<file path="src/rtl/wb_regfile_if.sv">
// Writeback, ID read and debug signals of the general-purpose register file.
// The master drives writes, read addresses and debug requests; the register file is the slave.
interface wb_regfile_if #(
  parameter int DATA_W = 32,
  parameter int ADDR_W = 5,
  parameter int CNT_W  = 32
);
  logic              wb_regWriteEn;
  logic [ADDR_W-1:0] wb_regWriteAddr;
  logic [DATA_W-1:0] wb_regWriteData;
  logic [ADDR_W-1:0] id_rsAddr;
  logic [ADDR_W-1:0] id_rtAddr;
  logic [DATA_W-1:0] id_rsData;
  logic [DATA_W-1:0] id_rtData;
  logic              dbg_reqValid;
  logic [ADDR_W-1:0] dbg_reqAddr;
  logic              dbg_rspValid;
  logic [DATA_W-1:0] dbg_rspData;
  logic [CNT_W-1:0]  wr_count;

  modport master (
    output wb_regWriteEn, wb_regWriteAddr, wb_regWriteData,
    output id_rsAddr, id_rtAddr, dbg_reqValid, dbg_reqAddr,
    input  id_rsData, id_rtData, dbg_rspValid, dbg_rspData, wr_count
  );

  modport slave (
    input  wb_regWriteEn, wb_regWriteAddr, wb_regWriteData,
    input  id_rsAddr, id_rtAddr, dbg_reqValid, dbg_reqAddr,
    output id_rsData, id_rtData, dbg_rspValid, dbg_rspData, wr_count
  );
endinterface

</file>
<file path="src/rtl/wb_regfile.sv">
// General-purpose register file: one WB write per cycle, two combinational ID read ports
// with same-cycle WB bypass, a registered debug read port and a retired-write counter.
module wb_regfile #(
  parameter int DATA_W = 32,
  parameter int ADDR_W = 5,
  parameter int CNT_W  = 32
) (
  input logic          clk,
  input logic          rst,
  wb_regfile_if.slave  bus
);

  localparam int DEPTH = 2 ** ADDR_W;

  logic [DATA_W-1:0] regs [DEPTH];
  logic              write_commit;
  logic              bypass_en;
  logic [CNT_W-1:0]  count_q;
  logic              rsp_valid_q;
  logic [DATA_W-1:0] rsp_data_q;
  logic [DATA_W-1:0] rs_data;
  logic [DATA_W-1:0] rt_data;
  logic [DATA_W-1:0] dbg_data;

  assign write_commit = bus.wb_regWriteEn && (bus.wb_regWriteAddr != '0);
  // Bypass is suppressed during reset so the read ports see the cleared array.
  assign bypass_en    = bus.wb_regWriteEn && !rst;

  function automatic logic [DATA_W-1:0] resolve(
    input logic [ADDR_W-1:0] addr,
    input logic [DATA_W-1:0] stored,
    input logic              byp,
    input logic [ADDR_W-1:0] waddr,
    input logic [DATA_W-1:0] wdata
  );
    if (addr == '0)
      return '0;
    else if (byp && (waddr == addr))
      return wdata;
    else
      return stored;
  endfunction

  always_comb begin
    rs_data  = resolve(bus.id_rsAddr, regs[bus.id_rsAddr], bypass_en,
                       bus.wb_regWriteAddr, bus.wb_regWriteData);
    rt_data  = resolve(bus.id_rtAddr, regs[bus.id_rtAddr], bypass_en,
                       bus.wb_regWriteAddr, bus.wb_regWriteData);
    dbg_data = resolve(bus.dbg_reqAddr, regs[bus.dbg_reqAddr], bypass_en,
                       bus.wb_regWriteAddr, bus.wb_regWriteData);
  end

  // Register 0 is never written, so it stays at its reset value of zero.
  always_ff @(posedge clk or posedge rst) begin
    if (rst) begin
      for (int i = 0; i < DEPTH; i++)
        regs[i] <= '0;
    end else if (write_commit) begin
      regs[bus.wb_regWriteAddr] <= bus.wb_regWriteData;
    end
  end

  always_ff @(posedge clk or posedge rst) begin
    if (rst)
      count_q <= '0;
    else if (write_commit)
      count_q <= count_q + CNT_W'(1);
  end

  // Debug data holds its last value between requests.
  always_ff @(posedge clk or posedge rst) begin
    if (rst) begin
      rsp_valid_q <= 1'b0;
      rsp_data_q  <= '0;
    end else begin
      rsp_valid_q <= bus.dbg_reqValid;
      if (bus.dbg_reqValid)
        rsp_data_q <= dbg_data;
    end
  end

  assign bus.id_rsData    = rs_data;
  assign bus.id_rtData    = rt_data;
  assign bus.dbg_rspValid = rsp_valid_q;
  assign bus.dbg_rspData  = rsp_data_q;
  assign bus.wr_count     = count_q;

endmodule

</file>
<file path="src/flat_wrapper.sv">
// flat-port wrapper written by rule: the top's interface ports become plain ports
module wb_regfile_flat 
#(
  parameter int DATA_W = 32,
  parameter int ADDR_W = 5,
  parameter int CNT_W  = 32
)
  (clk, rst, bus_wb_regWriteEn, bus_wb_regWriteAddr, bus_wb_regWriteData, bus_id_rsAddr, bus_id_rtAddr, bus_dbg_reqValid, bus_dbg_reqAddr, bus_id_rsData, bus_id_rtData, bus_dbg_rspValid, bus_dbg_rspData, bus_wr_count);
  wb_regfile_if #(.DATA_W(DATA_W), .ADDR_W(ADDR_W), .CNT_W(CNT_W)) bus_i ();
  input logic clk;
  input logic rst;
  input wire logic [$bits(bus_i.wb_regWriteEn)-1:0] bus_wb_regWriteEn;
  input wire logic [$bits(bus_i.wb_regWriteAddr)-1:0] bus_wb_regWriteAddr;
  input wire logic [$bits(bus_i.wb_regWriteData)-1:0] bus_wb_regWriteData;
  input wire logic [$bits(bus_i.id_rsAddr)-1:0] bus_id_rsAddr;
  input wire logic [$bits(bus_i.id_rtAddr)-1:0] bus_id_rtAddr;
  input wire logic [$bits(bus_i.dbg_reqValid)-1:0] bus_dbg_reqValid;
  input wire logic [$bits(bus_i.dbg_reqAddr)-1:0] bus_dbg_reqAddr;
  output wire logic [$bits(bus_i.id_rsData)-1:0] bus_id_rsData;
  output wire logic [$bits(bus_i.id_rtData)-1:0] bus_id_rtData;
  output wire logic [$bits(bus_i.dbg_rspValid)-1:0] bus_dbg_rspValid;
  output wire logic [$bits(bus_i.dbg_rspData)-1:0] bus_dbg_rspData;
  output wire logic [$bits(bus_i.wr_count)-1:0] bus_wr_count;
  assign bus_i.wb_regWriteEn = bus_wb_regWriteEn;
  assign bus_i.wb_regWriteAddr = bus_wb_regWriteAddr;
  assign bus_i.wb_regWriteData = bus_wb_regWriteData;
  assign bus_i.id_rsAddr = bus_id_rsAddr;
  assign bus_i.id_rtAddr = bus_id_rtAddr;
  assign bus_i.dbg_reqValid = bus_dbg_reqValid;
  assign bus_i.dbg_reqAddr = bus_dbg_reqAddr;
  assign bus_id_rsData = bus_i.id_rsData;
  assign bus_id_rtData = bus_i.id_rtData;
  assign bus_dbg_rspValid = bus_i.dbg_rspValid;
  assign bus_dbg_rspData = bus_i.dbg_rspData;
  assign bus_wr_count = bus_i.wr_count;
  wb_regfile #(.DATA_W(DATA_W), .ADDR_W(ADDR_W), .CNT_W(CNT_W)) u_core (.clk(clk), .rst(rst), .bus(bus_i));
endmodule
</file>
<file path="config.mk">
export PLATFORM = sky130hd
export DESIGN_NAME = wb_regfile_flat
export DESIGN_NICKNAME = d
export VERILOG_FILES = /design/src/rtl/wb_regfile_if.sv /design/src/rtl/wb_regfile.sv /design/src/flat_wrapper.sv
export SDC_FILE = /design/constraint.sdc
export NUM_CORES = 2
export LEC_CHECK = 0
export CAP_MARGIN = 20
export CORE_MARGIN = 1
export CORE_UTILIZATION = 63
export DETAILED_ROUTE_END_ITERATION = 10
export PLACE_DENSITY = 0.84
export SETUP_SLACK_MARGIN = 0.5
export SYNTH_ARGS = -nofsm -noshare
export SYNTH_HDL_FRONTEND = slang
export SYNTH_SLANG_ARGS = --single-unit
</file>
<file path="constraint.sdc">
create_clock -name clk -period 49 [get_ports clk]
set_clock_uncertainty 0.1 [all_clocks]
set_input_delay 9.8 -clock clk [delete_from_list [all_inputs] [get_ports clk]]
set_output_delay 9.8 -clock clk [all_outputs]
set_load 0.03 [all_outputs]
</file>
==> impl_metrics.yaml <==
floorplanning:
  io_pins: 185
  die-area_um2: 106000
  initial_core_util_pct: 63.6
  fp.dieH_um: 325
  die_x_um: 325
  coreArea_um2: 103000
  fp-row-count: 118
routing:
  firstDrtPassIters: 9
  detail-route-antenna-nets: 0
  drc_errors: 2
  drt_iter0_drc: 7620
  routed_wl_um: 217000
  wl_per_cell_um: 37.0
  vias: 46900
  vias_per_cell: 8.00
global_routing:
  grt-ovfl-total: 0
  grtUsageMet2_pct: 59.2
  busiest_layer: "met2"
  grt_max_degree: 165
  grt_pass1_vias: 47500
  antenna_found_initial: 11
  grt_usage_pct: 41.6
  grt_use_met3_pct: 18.1
  met1_usage_pct: 52.9
  grt_pass1_wl_um: 322000
finish:
  nNetsFinal: 4449
  design_area_um2: 72500
  multi_input_area_um2: 36300
  nFillCells: 6506
  final_cell_count_no_fill: 5868
  area_growth_pct: 10.2
  ff_latch_area_um2: 27300
  drive_above_1_share_pct: 45.3
synthesis:
  synth.yosys.warnings: 0
  syn_area_per_cell_um2: 14.7
  ys_seq_area_share_pct: 41.4
  synthCells: 4487
  synth_area_um2: 65800
  ys_seq_elements: 1089
  synth_top_flop_cell: "dfrtp_1"
  async_flop_share_pct: 100
  synth.distinct_cells: 56
  synth_edf_count: 0
  syn_nets: 4544
sta:
  min_period_over_period_pct: 49.3
  slew_violations: 0
  rsz0062_at_grt: "no"
  min_period_ps: 24160
  timing.fmax_mhz: 41.4
  worst_pin_slew_ps: 1420
  whs_ps: 322
  setup_violations: 0
  hold_violations: 0
  slew_headroom_pct: 5.27
  tns_ps: 0
clocking:
  clkLatencyLatePin_ps: 720
  cts_buffers: 113
  htree_levels: 3
  cts-root-buf: "clkbuf_16"
  post_cts_resized: 0
  clockBufferDepth: 3
  cts-hold-fix-buffers: 0
  clk_pin_slew_ps: 60
  clkSinkCount: 1089
  cts_tree: "done"
  postCtsSetupBuffers: 0
hold_path:
  whs_endpoint: "u_core.regs[1000]"
  min_from: "u_core.regs[1000]"
  min_delay_path_depth: 0
  hold_path.class: "register to register"
setup_path:
  cp_cell_sequence: "buf_8 > buf_12 > xnor2_1 > nand4_1 > o21ai_4 > buf_4 > a211oi_1 > a211o_1 > clkdlybuf4s50_1"
  cp_top_family: "buffers and inverters"
  crit_path_top_delay_cell: "o21ai_4"
  timing.rr.start: "u_core.bus.wr_count[0]"
  critPathArrivalTime_ps: 14260
  worstPathBufferInverterCount: 4
  endpoint_kind: "output port"
  rr_endpoint: "u_core.bus.wr_count[26]"
  critical_path_required_ps: 39100
  crit_type: "input port to output port"
  rrSetupSlack_ps: 46800
  path_max_fanout: 100
  start_kind: "input port"
  rr_worst_depth: 6
  cpPeakStageDelay_ps: 960
placement:
  place_area_um2: 68100
  place_inst: 5638
  place.gp.congestion: 0.912
  dp_hpwl_um: 124000
  port_buffers: 184
status:
  status: "complete, but fails checks"
  violations: "DRC"
pwr:
  leakagePower_uw: 0.0303
  vdd_drop_max_uv: 30.6
  p_per_area_nw_per_um2: 39.9
run:
  max_cap_viol_count: 0
## cells in the final DEF (no fill, tap or decap), types with 83 or more instances in the layout
master and count:
clkdlybuf4s50_1 171, dfrtp_1 1089, mux2_2 865, mux2_1 159
mux2i_1 134, nand3_1 84, nand2_1 120, mux4_2 769
buf_4 106, a22oi_1 83, clkbuf_16 119
## cells by family (layout without fill, tap and decap cells)
logic type / Yosys count / in the layout / share of synthesized area, %
buffers and inverters: 535 / 532 / 3.87
adder cells (fa/ha/maj): 1 / 1 / 0.0190
AO/OA/AOI/OAI: 452 / 452 / 4.89
other: 0 / 4 / 0
XOR/XNOR: 46 / 46 / 0.612
multiplexers: 1927 / 1927 / 45.9
flip-flops: 1089 / 1089 / 41.4
AND/OR/NAND/NOR: 437 / 437 / 3.34
## layer usage
layer,up-vias,share of wire [%],wire length [um]
met5,-,0.086,186
met4,22,7.2,15700
met3,1056,16,34000
met2,4121,44,95300
met1,24100,33,72100
li1,17600,-,-
## sequential cells by signal, indices dropped and copies added (netlist names)
register                 cells
u_core.regs               1024
u_core.bus.dbg_rspValid      1
u_core.bus.dbg_rspData      32
u_core.bus.wr_count         32
## cell usage after synthesis (all sizes together) (3+ instances only)
| master | number | area, um^2 |
|---|---|---|
| nor3b | 3 | 22.5 |
| nand4 | 10 | 62.6 |
| a221oi | 16 | 140 |
| o21ai | 48 | 251 |
| a31oi | 27 | 169 |
| a22oi | 83 | 623 |
| nand2b | 35 | 219 |
| nor2 | 39 | 146 |
| and3 | 22 | 138 |
| or3 | 8 | 50.1 |
| a221o | 10 | 100 |
| mux2i | 134 | 1340 |
| xnor2 | 37 | 324 |
| nand3b | 4 | 30.0 |
| nand2 | 135 | 507 |
| mux4 | 769 | 17300 |
| nand3 | 84 | 420 |
| mux2 | 1024 | 11500 |
| a211oi | 56 | 420 |
| a211o | 26 | 228 |
| or2 | 5 | 31.3 |
| nor2b | 58 | 363 |
| clkbuf | 237 | 890 |
| o22ai | 34 | 213 |
| a22o | 35 | 307 |
| a21oi | 56 | 280 |
| a311oi | 9 | 78.8 |
| and2 | 4 | 25.0 |
| nor3 | 21 | 110 |
| o2111ai | 4 | 35.0 |
| nor4 | 4 | 25.0 |
| o211ai | 38 | 285 |
| dfrtp | 1089 | 27300 |
| inv | 7 | 26.3 |
| buf | 291 | 1630 |
| xor2 | 9 | 78.8 |
## through the flow
step                utilization [%]  total power [uW]  worst slack [ps]
finish                         70.1              2890             24840
detailed placement             65.8              1950             25000
floorplan                         -              1740              8440
global route                   70.0              2980             24750
global placement               65.8              1920             25000
CTS                            69.6              2870             24940
## power breakdown
group | leakage (uW) | internal (uW) | switching (uW)
Combinational | 0.0143 | 420 | 305
Clock | 0.00194 | 542 | 378
Sequential | 0.0140 | 1070 | 178
## cell type report
cell class / instances / share of cell area [%]
clock inverter: 54 / 0.953
antenna: 4 / 0.0138
multi-input combinational: 2863 / 50.0
inverter: 7 / 0.0500
clock buffer: 153 / 4.48
tap: 1380 / 2.38
sequential: 1089 / 37.6
timing repair buffer: 318 / 4.49
## how the worst max path moves through the flow
stage,end,slack [ps],start,depth (start not counted)
detailed placement,bus_id_rsData[17],25000,bus_id_rsAddr[0],9
global route,bus_id_rsData[17],24750,bus_id_rsAddr[0],9
CTS,bus_id_rsData[17],24940,bus_id_rsAddr[0],9
global placement,bus_id_rsData[17],25000,bus_id_rsAddr[0],9
floorplan,u_core.bus.dbg_rspData[0],8440,rst,1
finish,bus_id_rtData[17],24840,bus_id_rtAddr[1],9
Note: power is estimated with default switching activity, not from simulation.
